$ cat config.mk
export PLATFORM = sky130hd
export DESIGN_NAME = ifexe_skid_reg
export DESIGN_NICKNAME = d
export VERILOG_FILES = /design/src/rtl/ifexe_skid_reg.sv
export SDC_FILE = /design/constraint.sdc
export NUM_CORES = 1
export LEC_CHECK = 0
export ABC_AREA = 1
export ABC_CLOCK_PERIOD_IN_PS = 4600
export BUFFER_PORTS_ARGS = -buffer_cell sky130_fd_sc_hd__buf_2
export CAP_MARGIN = 20
export CORE_UTILIZATION = 59
export CTS_CLUSTER_SIZE = 25
export DETAILED_ROUTE_END_ITERATION = 12
export PLACE_DENSITY = 0.83
export SETUP_SLACK_MARGIN = 0.5
export SLEW_MARGIN = 15
export SYNTH_ARGS = -nofsm -noshare
export SYNTH_HDL_FRONTEND = slang
export SYNTH_SLANG_ARGS = --single-unit
export TNS_END_PERCENT = 10
$ cat constraint.sdc
create_clock -name clk -period 4.6 [get_ports clk]
set_input_delay 0.46 -clock clk [delete_from_list [all_inputs] [get_ports clk]]
set_output_delay 0.46 -clock clk [all_outputs]
set_load 0.05 [all_outputs]
$ cat src/rtl/ifexe_skid_reg.sv
// IF->EXE pipeline register with a two-entry skid buffer.
// Carries instruction, PC and packed control with a valid/ready handshake.
// A synchronous flush discards held entries for branch/jump redirects.
// A saturating counter tracks back-pressure cycles.
// Whenever no valid entry is held, the EXE stage sees a NOP bubble with all
// control bits cleared, so it cannot write architectural state.
module ifexe_skid_reg #(
    parameter int                DATA_W    = 32,
    parameter int                CTRL_W    = 16,
    parameter logic [DATA_W-1:0] NOP_INSTR = 32'h0000_0013,
    parameter int                CNT_W     = 16
) (
    input  logic              clk,
    input  logic              rst,
    input  logic              in_valid,
    output logic              in_ready,
    input  logic [DATA_W-1:0] in_instr,
    input  logic [DATA_W-1:0] in_pc,
    input  logic [CTRL_W-1:0] in_ctrl,
    input  logic              flush,
    output logic              out_valid,
    input  logic              out_ready,
    output logic [DATA_W-1:0] out_instr,
    output logic [DATA_W-1:0] out_pc,
    output logic [CTRL_W-1:0] out_ctrl,
    output logic [CNT_W-1:0]  stall_cnt
);

    // Occupancy encoded as {skid_valid, main_valid}.
    localparam logic [1:0] ST_EMPTY = 2'b00;
    localparam logic [1:0] ST_FULL  = 2'b01;
    localparam logic [1:0] ST_SKID  = 2'b11;

    logic              main_valid_reg, main_valid_next;
    logic              skid_valid_reg, skid_valid_next;
    logic [DATA_W-1:0] main_instr_reg, main_pc_reg;
    logic [CTRL_W-1:0] main_ctrl_reg;
    logic [DATA_W-1:0] skid_instr_reg, skid_pc_reg;
    logic [CTRL_W-1:0] skid_ctrl_reg;
    logic [CNT_W-1:0]  stall_cnt_reg;

    logic accept;
    logic consume;
    logic main_load_in;
    logic main_load_skid;
    logic skid_load;
    logic stall_inc;

    // in_ready comes straight from the skid flag, so there is no
    // combinational path from out_ready back to IF.
    assign in_ready  = ~skid_valid_reg;
    assign out_valid = main_valid_reg;
    assign accept    = in_valid & in_ready;
    assign consume   = main_valid_reg & out_ready;
    assign stall_inc = main_valid_reg & ~out_ready & ~flush;

    // Occupancy next-state and payload load selects; flush overrides everything.
    always_comb begin
        main_valid_next = main_valid_reg;
        skid_valid_next = skid_valid_reg;
        main_load_in    = 1'b0;
        main_load_skid  = 1'b0;
        skid_load       = 1'b0;
        if (flush) begin
            // A same-cycle consume still completes on the EXE side; the
            // register simply ends up empty and drops any incoming entry.
            main_valid_next = 1'b0;
            skid_valid_next = 1'b0;
        end else begin
            case ({skid_valid_reg, main_valid_reg})
                ST_EMPTY: begin
                    if (accept) begin
                        main_valid_next = 1'b1;
                        main_load_in    = 1'b1;
                    end
                end
                ST_FULL: begin
                    if (accept && consume) begin
                        main_load_in = 1'b1;
                    end else if (accept) begin
                        skid_valid_next = 1'b1;
                        skid_load       = 1'b1;
                    end else if (consume) begin
                        main_valid_next = 1'b0;
                    end
                end
                ST_SKID: begin
                    // No accept possible here; drain skid into main in order.
                    if (consume) begin
                        main_load_skid  = 1'b1;
                        skid_valid_next = 1'b0;
                    end
                end
                default: begin
                    // Skid-without-main is unreachable; recover to empty.
                    main_valid_next = 1'b0;
                    skid_valid_next = 1'b0;
                end
            endcase
        end
    end

    // Occupancy flags.
    always_ff @(posedge clk or negedge rst) begin
        if (!rst) begin
            main_valid_reg <= 1'b0;
            skid_valid_reg <= 1'b0;
        end else begin
            main_valid_reg <= main_valid_next;
            skid_valid_reg <= skid_valid_next;
        end
    end

    // Main payload: loads only from IF on accept or from skid on drain.
    always_ff @(posedge clk or negedge rst) begin
        if (!rst) begin
            main_instr_reg <= '0;
            main_pc_reg    <= '0;
            main_ctrl_reg  <= '0;
        end else if (main_load_in) begin
            main_instr_reg <= in_instr;
            main_pc_reg    <= in_pc;
            main_ctrl_reg  <= in_ctrl;
        end else if (main_load_skid) begin
            main_instr_reg <= skid_instr_reg;
            main_pc_reg    <= skid_pc_reg;
            main_ctrl_reg  <= skid_ctrl_reg;
        end
    end

    // Skid payload: captures the entry that arrives while main is stalled.
    always_ff @(posedge clk or negedge rst) begin
        if (!rst) begin
            skid_instr_reg <= '0;
            skid_pc_reg    <= '0;
            skid_ctrl_reg  <= '0;
        end else if (skid_load) begin
            skid_instr_reg <= in_instr;
            skid_pc_reg    <= in_pc;
            skid_ctrl_reg  <= in_ctrl;
        end
    end

    // Saturating count of stalled cycles; a flush cycle is not a stall.
    always_ff @(posedge clk or negedge rst) begin
        if (!rst) begin
            stall_cnt_reg <= '0;
        end else if (stall_inc && (stall_cnt_reg != {CNT_W{1'b1}})) begin
            stall_cnt_reg <= stall_cnt_reg + CNT_W'(1);
        end
    end

    assign stall_cnt = stall_cnt_reg;
    assign out_pc    = main_pc_reg;
    assign out_instr = main_valid_reg ? main_instr_reg : NOP_INSTR;

    // Bubble masking: every control bit is gated by main_valid.
    generate
        for (genvar gi = 0; gi < CTRL_W; gi++) begin : g_ctrl_mask
            assign out_ctrl[gi] = main_ctrl_reg[gi] & main_valid_reg;
        end
    endgenerate

endmodule

Yosys cells after proc, flatten, opt, wreduce, memory -nomap -nowiden
Index checks and enable logic that the tools add are counted.
{"block": "totals", "regBits": 178, "out_inout_bits": 98, "elab_cells": 76, "in_bits": 85}
{"block": "classes", "n_addsub": 1, "eq_ne": 11, "n_bitwise": 23, "n_reduce_logical": 6, "muxes": 26}
{"operator": "$mux W32", "n": 5}
{"operator": "$mux W16", "n": 2}
{"operator": "$and A1 B1 Y1", "n": 20}
{"operator": "$ne A3 B3 Y1 const B", "n": 6}
{"operator": "$add A16 B1 Y16 const B", "n": 1}
{"operator": "$mux W1", "n": 16}
{"operator": "$ne A16 B16 Y1 const B", "n": 1}
{"operator": "$pmux W1 S3", "n": 2}
{"operator": "$reduce_and A5 Y1", "n": 1}
{"operator": "$ne A2 B2 Y1 const B", "n": 2}
{"operator": "$reduce_and A4 Y1", "n": 1}
{"operator": "$not A1 Y1", "n": 3}
{"operator": "$eq A2 B1 Y1 const B", "n": 1}
{"operator": "$eq A2 B2 Y1 const B", "n": 1}
{"operator": "$logic_and A1 B1 Y1", "n": 2}
{"operator": "$logic_not A2 Y1", "n": 1}
{"operator": "$pmux W1 S2", "n": 1}
{"operator": "$reduce_bool A2 Y1", "n": 1}

Logic depth before layout (Yosys ltp)
Gate-level depths: netlist (run 1).
{"block": "depth", "word_depth": 7, "ltp_mapped": 9, "mapped_depth_nobuf": 9}

Least setup slack after synthesis (run 1)
OpenSTA, ideal clock, no wires.
{"block": "synth_timing", "path_kind": "register -> register", "start": "register stall_cnt_reg[0], in the netlist stall_cnt[0]", "end": "register stall_cnt_reg[6], in the netlist stall_cnt[6]", "n_path_buf": 1, "path_stages_with_launch": 10, "setup_time_ns": 0.119, "period_less_slack_ns": 1.980, "arrival_ns": 1.862, "setup_slack_ns": 2.620, "t_required_ns": 4.481, "cell_sequence": "dfrtp_1 > ha_1 > nand3_1 > inv_1 > nand2_1 > o21ai_2 > nand2_2 > buf_2 > nand2_1 > nand2_1"}
{"block": "synth_between", "elab_chain_cells": 2, "elab_cells_between_ends": 3, "classes_between": "add/sub (1); eq/ne (1); reduce/logical (1)"}
{"item": "from (decl)", "line_no": "40", "rtl": "logic [CNT_W-1:0] stall_cnt_reg;"}
{"item": "from (signal assigned)", "line_no": "149", "rtl": "stall_cnt_reg <= stall_cnt_reg + CNT_W'(1);"}
{"item": "branches (longest 2 deep; another with $add A16 B1 Y16)"}
Several ways; the timed one is not identified.
A chain may end at the register's enable or synchronous reset.

Worst setup path in the final report (run 1)
{"block": "layout_timing", "start": "register main_valid_reg, in the netlist out_valid", "end": "register main_instr_reg[23]"}
{"block": "layout_between", "elab_chain_cells": 6, "elab_cells_between_ends": 13, "classes_between": "eq/ne (2); mux (7); bitwise (1); reduce/logical (3)"}
{"item": "from (decl)", "line_no": "34", "rtl": "logic main_valid_reg, main_valid_next;"}
{"item": "from (signal assigned)", "line_no": "109", "rtl": "main_valid_reg <= main_valid_next;"}
{"item": "$and A1 B1 Y1", "line_no": "54", "rtl": "assign consume = main_valid_reg & out_ready;"}
{"item": "$logic_and A1 B1 Y1", "line_no": "78", "rtl": "if (accept && consume) begin"}
{"item": "$mux W1", "line_no": "78"}
{"item": "$pmux W1 S2", "line_no": "70", "rtl": "case ({skid_valid_reg, main_valid_reg})"}
{"item": "$mux W1", "line_no": "64", "rtl": "if (flush) begin"}
{"item": "$mux W32 / $reduce_bool A2 Y1 (equally long branches)"}
{"item": "to (signal assigned)", "line_no": "121", "rtl": "main_instr_reg <= in_instr;"}
{"item": "to (signal assigned)", "line_no": "125", "rtl": "main_instr_reg <= skid_instr_reg;"}
{"item": "to (decl)", "line_no": "36", "rtl": "logic [DATA_W-1:0] main_instr_reg, main_pc_reg;"}
Several ways; a longest one is shown, not always the timed one.

==> summary by stage, run 1 <==
Yosys
Sorting the synthesized cells by how often they occur yields 294 x nand2_1, 178 x dfrtp_1, 122 x inv_1. In the post-synthesis netlist, the biggest area contributors are dfrtp_1 55%, nand2_1 14%, inv_1 5.6%. Synthesis produced a netlist whose cell count is 1042. The compound-cell area share of the yosys netlist is 0.1364. After synthesis, the share of cell area in mux cells is 0. The post-synthesis cell type count is 22.

The number of synthesis warnings is 0. The fraction of post-synthesis cell area in the top cell type by area is 0.5458. The number of flip-flops and latches in the synthesized netlist is 178. The post-synthesis area per instance is 7.833 sq um. When the netlist entered floorplanning its net count stood at 1128.

By instance count, the leading cell after synthesis is nand2_1. The combinational family with the most area after synthesis is simple AND/OR/NAND/NOR gates. The leading register cell type out of synthesis is dfrtp_1. Of the total synthesized cell area, the portion taken by XOR and XNOR cells is 0.007512.

The sequential-to-total area share from yosys stat is 0.5458. Of the total synthesized cell area, the portion taken by full adders, half adders and majority gates is 0.001533. The basic-gate share of the synthesized area counting and, or, nand and nor cells is 0.2195.

The post-synthesis instance area is 8162 sq um. The cell taking the most area after synthesis is dfrtp_1. For this run, asynchronously set or reset flops after synthesis account for 1.000. Yosys mapped a number of flops with a built-in enable equal to 0.

Global routing
The remaining global-route overflow is 0. For this run, global-route usage on met2 was measured as 0.4570. The global routing usage on met1 is 0.3957. The fraction of met3 tracks used by global routing is 0.06131. The number of antenna violations at the first check in global routing is 1. The largest net degree at the start of global routing is 118.

In this run the most used layer during global routing was met2. In the global route stage, overall resource usage came out at 0.2891. The via count of the first global-routing pass was 6769. The first global-routing pass estimated 32.84 mm of wire.

Die
The die footprint is 14310 sq um. The initial utilization of the core area, before any placement, comes to 0.6115. The die outline height is 119.6 um. In this run the count of I/O pins placed on the die edge is 183.

The placeable core region is 13350 sq um. The floorplan has 42 rows. The floorplan step set the die width to 119.6 um.

Timing
The final hold violation count is 49. The share of the cycle needed by the critical path after routing is 0.6210. Setup repair after global routing left no endpoint under its margin.

Measured against its own limit, the worst slew margin works out to 0.3382. For the pin with the worst max-slew slack, the measured transition is ~0.99 ns. Setup violations remaining at the end of the flow were counted as 0. In the post-route analysis, the smallest setup slack over all paths is 1.744 ns. Summed over all failing endpoints, the final setup total negative slack is 0 ns.

The max-slew violation count is 0. Hold timing on the final database bottoms out at a slack of -0.02622 ns. The setup clock skew after layout is 0.005959 ns. Timing would allow up to between 300 and 400 MHz. The post-route minimum period is 2.856 ns.

Placement
Routability-driven placement finished with a final weighted congestion of between 0.8 and 0.9. The placement-stage cell area is 9133 sq um. The count of input and output buffers is between 150 and 200. The total half-perimeter wirelength after legalization and detailed placement is 11.87 mm.

In this run, placement finished with an instance count of ~1300. The worst-case setup slack after placement is roughly 1.7 ns.

Layout
Leaving out filler cells and counting taps, the final layout contains between 1000 and 1500. Of the cells placed in the final design, the portion with a size suffix greater than 1 is 0.1965. After the last flow step, the layout net total stands at 1279. Once layout is complete, the utilization of the core stands at 0.7352. The relative area change from synthesis to final layout is 20.24%. After routing the design area is 9813 sq um.

Clock tree
The clock-pin slew on the worst setup and hold paths is 0.06 ns. CTS placed an instance of clkbuf_16 at the clock tree root. The buffer depth of the longest clock path is 2. The H-tree was split into 4 levels. The count of clock tree sinks is around 180. The post-CTS setup buffer count is 0. The count of hold-fix buffers inserted at cts is 0. The number of CTS-inserted buffers is 17. The quantity of gates resized following cts is 0. At the later pin of the worst-skew pair, clock insertion delay measures 0.43 ns.

The CTS tree is yes.

Critical path
The critical path endpoint category is a register. Data on the critical path arrives at its endpoint at 3.19 ns. The worst setup path is launched from a register. The endpoint identified for the worst register-to-register timing path is main_instr_reg[23]$_DFFE_PN0P_. For flop-to-flop paths, the worst setup slack is 1.74 ns. The critical path class is reg2reg. The worst flop-to-flop path startpoint is out_valid$_DFFE_PN0P_. The data required time at the worst endpoint is 4.93 ns.

Of all nets on the critical path, the largest fanout is 53. The number of cells on the worst reg-to-reg path is 6.

Run
The max capacitance violation total is 0.

Route
Using the TritonRoute via totals, the vias-per-cell ratio works out to 5.281. The number of iterations in the first detailed-routing pass is 5. The final layout contains routed wiring with a total length of 19.62 mm. The initial DRC count is 701.

The count of antenna-violating nets left after detailed routing is 0. The number of vias in the routed layout is 7303. For this run, design rule violations remaining after detail routing come to 0. The mean routed wirelength per cell is 14.19 um.

Run status
The flow ran to the end, but the final reports show violations. The checks that failed: hold timing.

Power and ir drop
The leakage power is 5.514 nW. The maximum VDD drop is 0.2935 mV. The power after layout is 4.780 mW. The power per unit of standard cell area is 487.2 nW/um^2.

Hold path
The class of the most critical hold timing path is in2async.
[routing by layer]
layer  vias to the layer above  share of wire
met5                         -              0
met4                         0          0.021
met3                        30          0.064
met2                       269           0.48
met1                      3428           0.43
li1                       3576              -
[how the worst max path moves through the flow]
stage	cells after the start	slack, ns	start	end
after floorplan	9	2.62	stall_cnt[0]$_DFFE_PN0P_	stall_cnt[6]$_DFFE_PN0P_
after global placement	7	1.79	in_valid	skid_pc_reg[16]$_DFFE_PN0P_
after detailed placement	7	1.73	in_valid	skid_pc_reg[22]$_DFFE_PN0P_
after CTS	7	1.75	out_valid$_DFFE_PN0P_	out_pc[26]$_DFFE_PN0P_
after global routing	6	1.47	out_valid$_DFFE_PN0P_	main_instr_reg[23]$_DFFE_PN0P_
final	6	1.74	out_valid$_DFFE_PN0P_	main_instr_reg[23]$_DFFE_PN0P_
[worst max-delay path, stage by stage (launching register included)]
cell,delay (ns)
dfrtp_2,0.37
buf_4,0.47
nand3_1,0.20
nor2_4,0.69
buf_4,0.61
a21oi_1,0.17
o21ai_0,0.23
[layout make-up]
class,count,area (sq um)
repair buffers,192,1012
well taps,176,220.2
clock buffers,22,494.2
multi-input cells,680,3010
inverters,124,465.4
flip-flops and latches,178,4456
diodes,1,2.502
clock inverters,10,152.6
fillers,1015,3535
[power by group]
part / total (mW) / leakage (nW) / switching (mW) / internal [mW]
Clock: 1.57 / 0.322 / 0.588 / 0.977
Combinational: 1.10 / 3.01 / 0.792 / 0.304
Sequential: 2.12 / 2.19 / 0.207 / 1.91
[cells by family after synthesis]
kind of cell / Yosys count
AO/OA/AOI/OAI: 221
adder cells (fa/ha/maj): 1
flip-flops: 178
XOR/XNOR: 7
AND/OR/NAND/NOR: 451
buffers and inverters: 184
[cells in the final DEF, fill, tap and decap left out]
master and instances:
xnor2_1 4, nand4_1 6, nand3_1 48, o21ai_1 54
buf_4 9, nand3_4 1, dfrtp_2 1, clkbuf_16 17
buf_2 181, o21ai_2 2, o311ai_0 1, nand2_1 293
a21oi_1 78, dfrtp_1 177, nor2_4 3, clkbuf_8 5
clkinv_2 5, diode_2 1, nor2_1 96, ha_1 1
inv_1 122, nand2_4 1, clkinvlp_4 1, inv_2 2
nor2_2 1, nand2_2 2, bufinv_16 4, buf_6 1
o21ai_0 86, xor2_1 3, buf_16 1
Note: power is estimated with default switching activity, not from simulation.
==> inputs of run 2 (changes only) <==
--- a/config.mk
+++ b/config.mk
@@ -5,14 +5,14 @@
 export SDC_FILE = /design/constraint.sdc
 export NUM_CORES = 1
 export LEC_CHECK = 0
-export ABC_AREA = 1
-export ABC_CLOCK_PERIOD_IN_PS = 4600
+export ABC_AREA = 0
+export ABC_CLOCK_PERIOD_IN_PS = 2900
 export BUFFER_PORTS_ARGS = -buffer_cell sky130_fd_sc_hd__buf_2
 export CAP_MARGIN = 20
-export CORE_UTILIZATION = 59
+export CORE_UTILIZATION = 54
 export CTS_CLUSTER_SIZE = 25
 export DETAILED_ROUTE_END_ITERATION = 12
-export PLACE_DENSITY = 0.83
+export PLACE_DENSITY = 0.77
 export SETUP_SLACK_MARGIN = 0.5
 export SLEW_MARGIN = 15
 export SYNTH_ARGS = -nofsm -noshare
==> constraint.sdc (replaced) <==
create_clock -name clk -period 2.9 [get_ports clk]
set_input_delay 0.29 -clock clk [delete_from_list [all_inputs] [get_ports clk]]
set_output_delay 0.29 -clock clk [all_outputs]
set_load 0.05 [all_outputs]
==> summary by stage, run 2 <==
Run status
The run finished with clean final reports.

Critical path
The end point of the critical path is skid_pc_reg[16]$_DFFE_PN0P_. In this run the critical register-to-register path is captured at skid_pc_reg[16]$_DFFE_PN0P_. The worst register-to-register path begins at out_valid$_DFFE_PN0P_. By startpoint and endpoint, the worst setup path is classified as reg2reg. In this run the worst path has a maximum fanout of 40. The most critical setup path has its startpoint at out_valid$_DFFE_PN0P_.

STA classifies the critical path endpoint as a register. For the worst setup path, the data required time is 3.21 ns. The data arrival time of the critical path is 2.55 ns. The path depth of the worst reg2reg path is 5. The reg2reg setup slack is roughly 0.67 ns.

The worst setup path is launched from a register.

Layout
Leaving out fill and tap cells, the most frequent cells in the layout are 181 x buf_2, 178 x dfrtp_1, 87 x nand2_1. Leaving out filler cells and counting taps, the final layout contains 1021. In the final layout, the share of cells above drive strength 1 is 0.3762. At the end of the flow, the number of nets in the layout was 913. The most frequent standard cell in the layout excluding fill and tap cells is buf_2.

The relative area change from synthesis to final layout is 23.56%.

Route
The first detailed-routing pass took 4 iterations. The initial DRC count is 355. Dividing the detail-routed via count by the number of cells gives around 5.4. After detailed routing, the total wire length is 16.80 mm. Detailed routing inserted a total of roughly 5500 vias. The mean routed wirelength per cell is 16.45 um. For this run, design rule violations remaining after detail routing come to 0. The count of antenna-violating nets left after detailed routing is 0.

Global routing
Entering global routing, the biggest net connects 76 pins. The first global-routing pass estimated between 20 and 30 mm of wire. In the global route stage, overall resource usage came out at 0.2372. The remaining global-route overflow is 0. The via count of the first global-routing pass is about 5600. The number of antenna violations at the first check in global routing is 1.

Die
The floorplan step defined a die boundary enclosing 14910 sq um. Row generation in the floorplan step produced 43 rows. The initial utilization of the core area, before any placement, comes to 0.5570.

The die is between 100 and 150 um tall. The core region is 13990 sq um. The overall die width is 122.1 um.

During I/O placement, the number of pins put on the boundary was between 150 and 200.

Timing
The setup clock skew after layout is approximately 0.0075 ns. The post-route minimum period is 2.234 ns. Of the available clock period, the critical path in the final layout requires 0.7705. Setup repair after global routing left no endpoint under its margin.

The number of failing setup endpoints in the final timing report is 0. The final hold violation count came to 0. The max-slew violation count is 0. In this run the tightest slew margin relative to its limit is 0.4516. The setup TNS is 0 ns. The transition at the pin with the smallest max-transition slack is 0.8200 ns. Derived from the worst setup path, the maximum achievable clock frequency is ~450 MHz.

Yosys
Synthesis inferred 178 register bits. The commonest cells after synthesis are 178 x dfrtp_1, 87 x nand2_1, 81 x mux2_2. The post-synthesis cell type count is 30. Of the total synthesized cell area, the portion taken by full adders, half adders and majority gates is 0.001606. The gate count of the mapped netlist is 651. The cell taking the most area after synthesis is dfrtp_1. By area, the combinational part of the netlist is dominated by multiplexers.

The synthesized design contains 0 enable-type register cells. The basic-gate share of the synthesized area counting and, or, nand and nor cells is 0.1090. Of the post-synthesis cell area, the dominant cell type holds 0.5717.

Among all cell types in the netlist, the one instantiated most often is dfrtp_1. A synthesized cell averages 11.97 sq um. During synthesis, Yosys emitted a total of 0 warnings. After synthesis, the cell types taking the most area are dfrtp_1 57%, mux2_2 12%, mux2i_1 10%.

Of the total synthesized cell area, the portion taken by XOR and XNOR cells is 0.01686. The post-synthesis instance area is 7791 sq um. The leading register cell type out of synthesis is dfrtp_1. In the synthesized netlist the async set-or-reset flop fraction comes to 1.000. The share of the Yosys chip area taken by registers is 0.5717. The compound-cell area share of the yosys netlist is 0.05540. After synthesis, the share of cell area in mux cells is 0.2198. The number of nets produced by synthesis is ~740.

Clock tree
CTS placed an instance of clkbuf_16 at the clock tree root. The number of clock buffers added by TritonCTS is 17. TritonCTS built the clock tree.

The H-tree depth is 4. The buffer depth of the longest clock path is 2. Counting every sink on the clock net gives between 150 and 200. At the later pin of the worst-skew pair, clock insertion delay measures approximately 0.43 ns. The post-CTS setup buffer count is 0. The clock-pin slew on the worst setup and hold paths is approximately 0.070 ns.

Placement
The cell total after placement is 987. At the end of routability-driven placement, the weighted congestion stood at 0.7574. During placement, the flow inserted port buffers numbering 182. The wire-length estimate of the detail-placed layout is roughly 11 mm.

Power and ir drop
The power per unit of standard cell area is between 700 and 800 nW/um^2. VDD sags by at most 0.4566 mV. The leakage power is 5.164 nW.

Hold path
The class of the most critical hold timing path is in2reg.

Run
The max capacitance violation total is 0.
-- run 2: changes by cell type after synthesis, sizes merged, moves of 4 or more --
cell / previous run / this run
nor4: 0 / 4
o21ai: 142 / 81
a21oi: 78 / 1
mux2i: 0 / 80
and2: 0 / 45
nand2b: 0 / 4
clkbuf: 32 / 14
nor3: 0 / 5
nor2: 100 / 5
nand3: 49 / 6
nand2: 296 / 87
inv: 124 / 3
mux2: 0 / 81
xor2: 3 / 14
-- run 2: layout make-up --
type	instances	area (sq um)
flip-flops and latches	178	4454
clock inverters	14	203.9
inverters	3	11.26
clock buffers	18	429.2
multi-input cells	429	3173
well taps	180	225.2
fillers	1014	4362
diodes	1	2.502
repair buffers	198	1127
-- run 2: cells by family after synthesis --
family / count (synthesis)
flops: 178
simple gates: 168
mux: 161
compound gates: 84
buf+inv: 44
xor+xnor: 15
fa+ha+maj: 1
-- run 2: per-layer routing --
layer  routed length [um]  global-route usage  part of all wire
met5                    0                   0                 0
met4                  327             0.08841             0.019
met3                 1054             0.08193             0.063
met2                 8535              0.3990              0.51
met1                 6878              0.2802              0.41
-- run 2: metrics by stage --
step | setup WS [ns] | area (sq um) | total power [mW] | utilization | hold WS, ns
2_1_floorplan | 0.8721 | 7791 | 4.285 | - | -0.005591
3_3_place_gp | 0.7085 | 8972 | 4.652 | 0.6414 | 0.2864
3_5_place_dp | 0.6124 | 8972 | 4.764 | 0.6414 | 0.2955
4_1_cts | 0.5344 | 9615 | 7.197 | 0.6874 | 0.05974
5_1_grt | 0.5375 | 9624 | 7.448 | 0.6880 | 0.05330
6_report | 0.6655 | 9627 | 7.149 | 0.6882 | 0.07066
-- run 2: report_power, final --
group / switching, mW / leakage (nW) / internal, mW
registers: 0.267 / 2.21 / 2.97
clock network: 0.988 / 0.298 / 1.45
logic: 0.929 / 2.65 / 0.537
total: 2.18 / 5.16 / 4.97
-- run 2: worst min-delay path by stage --
stage                                         endpoint  cells after the start        from  slack [ns]
after floorplan           main_ctrl_reg[0]$_DFFE_PN0P_                      0         rst      -0.006
after global placement       stall_cnt[10]$_DFFE_PN0P_                      1         rst        0.29
after detailed placement      stall_cnt[9]$_DFFE_PN0P_                      1         rst        0.30
after CTS                        out_pc[1]$_DFFE_PN0P_                      3    in_pc[1]        0.06
after global routing             out_pc[1]$_DFFE_PN0P_                      3    in_pc[1]        0.05
final                     main_ctrl_reg[2]$_DFFE_PN0P_                      3  in_ctrl[2]        0.07
-- run 2: critical path: stages (launching register included) --
cell and delay, ns:
dfrtp_1 0.37, buf_4 0.35, nor3b_2 0.35, nand3_4 0.34, buf_4 0.37, mux2_2 0.30
-- run 2: timing repair --
item	in CTS	in global routing
hold buffers	1	0
gates resized for setup	0	1
setup endpoints to repair	0	6
endpoints found under the hold margin	56	0
==> inputs of run 3 (changes only) <==
--- a/config.mk
+++ b/config.mk
@@ -6,7 +6,7 @@
 export NUM_CORES = 1
 export LEC_CHECK = 0
 export ABC_AREA = 0
-export ABC_CLOCK_PERIOD_IN_PS = 2900
+export ABC_CLOCK_PERIOD_IN_PS = 2200
 export BUFFER_PORTS_ARGS = -buffer_cell sky130_fd_sc_hd__buf_2
 export CAP_MARGIN = 20
 export CORE_UTILIZATION = 54
==> constraint.sdc (replaced) <==
create_clock -name clk -period 2.2 [get_ports clk]
set_input_delay 0.22 -clock clk [delete_from_list [all_inputs] [get_ports clk]]
set_output_delay 0.22 -clock clk [all_outputs]
set_load 0.05 [all_outputs]
==> summary by stage, run 3 (synthesis gave the netlist of run 2 again) <==
Placement
The congestion estimate from routability-driven global placement came to ~0.8. The total half-perimeter wirelength after legalization and detailed placement is 11.37 mm. Port buffering added 182 buffers.

Critical path
Grouping stages by cell kind, the critical path spends the most delay in simple AND/OR/NAND/NOR gates. The combined buffer and inverter count along the critical path is 1. The cell with the largest stage delay on the worst path is nor4b_4.

For this run, the slowest stage of the critical path takes roughly 0.45 ns. The critical path class is reg2reg. For the worst setup path, the data required time is 2.52 ns. The data arrival time of the critical path is roughly 2.1 ns. The critical path goes through nand4_1, nor4b_4, buf_4, nor2_2, mux2_4.

The kind of start point of the critical path is a register. The critical path endpoint category is a register. The maximum fanout along the worst path is 4.

Timing
The post-route minimum period is 1.773 ns. After routing, the total negative slack on setup checks comes to 0 ns. The max-slew violation count is 0. On the final layout, the worst clock skew is approximately 0.010 ns. For this run, the top clock speed supported by timing is 563.9 MHz.

Setup repair after global routing could not meet its margin everywhere. The final hold violation count came to 0. Measured against its own limit, the worst slew margin works out to 0.6320. Of the available clock period, the critical path in the final layout requires 0.8061. The transition at the pin with the smallest max-transition slack is 0.5519 ns. Setup violations remaining at the end of the flow were counted as 0.

Power and ir drop
The portion of total power attributed to combinational logic is 0.215. The switching share of power is 0.3030. The power spent charging and discharging nets is about 2.8 mW. The maximum VDD drop is 0.5472 mV. The power after layout is 9.256 mW. The internal power consumption is 6.451 mW. The fraction of power consumed by the clock network is 0.321. For this design the ratio of total power to cell area is 930.5 nW/um^2.

Of the total power, registers draw 0.464. For this design the static power due to leakage is 5.247 nW.

Global routing
The number of antenna violations at the first check in global routing is 0. For this run, the total global-route usage over all layers was measured as 0.2407. The via count of the first global-routing pass is 5573. Entering global routing, the biggest net connects about 80 pins. The first-pass GRT wire length is between 20 and 30 mm.

Summed over all layers, the global routing overflow is 0.

Route
The count of antenna-violating nets left after detailed routing is 0. Using the TritonRoute via totals, the vias-per-cell ratio works out to 5.367. The first routing iteration left 296 violations.

The number of iterations in the first detailed-routing pass is 4. The mean routed wirelength per cell is 16.90 um. The number of vias in the routed layout is 5609.

After detailed routing, the number of remaining DRC violations is 0. After detailed routing, the total wire length is 17.66 mm.

Run
The max capacitance violation total is 0.

Layout
Compared with the post-synthesis result, the final layout area differs by 27.67%. Of the cells placed in the final design, the portion with a size suffix greater than 1 is 0.4046. The most frequent standard cell in the layout excluding fill and tap cells is buf_2.

The top cell types in the final layout, fill and taps aside, are 164 x buf_2, 161 x dfrtp_1, 87 x nand2_1. The antenna diode count is 0. The number of fillers in the final layout is 1037. At the end of the flow, the number of nets in the layout was 938.

Die
In this run the standard cell core region covers 13990 sq um. The site row count is 43. The floorplan step defined a die boundary enclosing 14910 sq um.

183 I/O pins were placed. The die is 122.1 um tall. The starting density of the core is 0.5570.

From left edge to right edge, the die measures approximately 120 um.

Clock tree
The insertion delay of the later-clocked pin in the worst-skew pair is between 0.4 and 0.5 ns. The buffer depth of the longest clock path is 2. The root cell of the clock tree is clkbuf_16.

Counting the buffers created by CTS gives 17. The count of clock tree sinks is 178. The H-tree depth is 4.

Clock-pin slew was measured on the worst setup and hold paths at 0.07 ns. TritonCTS built the clock tree.

Hold path
The class of the most critical hold timing path is in2reg.

Run status
The run finished with clean final reports.
==> run 3: tightest hold or removal path: stages <==
cell and delay (ns):
buf_2 0.09, nand2_1 0.04, o21ai_0 0.06
==> run 3: final cells by class <==
type	count	area (sq um)	share of cell area
Sequential cell	178	4476	0.4499
Multi-Input combinational cell	429	3241	0.3258
Timing Repair Buffer	223	1413	0.1420
Clock buffer	24	481.7	0.04843
Tap cell	180	225.2	0.02264
Clock inverter	8	100.1	0.01006
Inverter	3	11.26	0.001132
==> run 3: timing repair <==
action,4_1_cts,5_1_grt
gates cloned,0,1
pin swaps,1,5
hold buffers,15,0
gates resized for setup,10,15
setup buffers,0,10
endpoints found under the hold margin,68,0
setup endpoints to repair,78,134
==> run 3: stage by stage <==
step	util	hold WS, ns	cells	setup slack [ns]	cell area, sq um
3_5_place_dp	0.6474	0.2261	987	0.4591	9056
3_3_place_gp	0.6474	0.2134	987	0.5203	9056
4_1_cts	0.7016	0.00008094	1034	0.4508	9814
6_report	0.7111	0.01354	1045	0.4265	9947
2_1_floorplan	-	-0.07559	651	0.4974	7888
5_1_grt	0.7111	0.008133	1045	0.3340	9947
==> run 3: final timing paths <==
kind / startpoint / to / slack, ns / cells past startpoint
max: stall_cnt[11]$_DFFE_PN0P_ / stall_cnt[1]$_DFFE_PN0P_ / 0.43 / 5
min: in_instr[12] / main_instr_reg[12]$_DFFE_PN0P_ / 0.01 / 3
max reg2reg: stall_cnt[11]$_DFFE_PN0P_ / stall_cnt[1]$_DFFE_PN0P_ / 0.43 / 5
min reg2reg: stall_cnt[15]$_DFFE_PN0P_ / stall_cnt[15]$_DFFE_PN0P_ / 0.49 / 1
max in group asynchronous: rst / skid_pc_reg[18]$_DFFE_PN0P_ / 1.07 / 3
min in group asynchronous: rst / stall_cnt[4]$_DFFE_PN0P_ / 0.32 / 2
==> run 3: metal layers <==
metal	vias up	track usage	routed length, um
met3	29	0.06695	1096
li1	2635	-	-
met5	-	0	0
met2	164	0.4011	8829
met4	0	0.09985	425
met1	2781	0.2941	7310
==> run 3: power groups by stage <==
| stage | clock network [mW] | registers [mW] | logic (mW) |
|---|---|---|---|
| after floorplan | 0 | 4.71 | 0.968 |
| after global placement | 0 | 4.28 | 1.88 |
| after detailed placement | 0 | 4.34 | 1.96 |
| after CTS | 3.03 | 4.29 | 2.00 |
| after global routing | 3.15 | 4.37 | 2.14 |
| final | 2.97 | 4.29 | 1.99 |
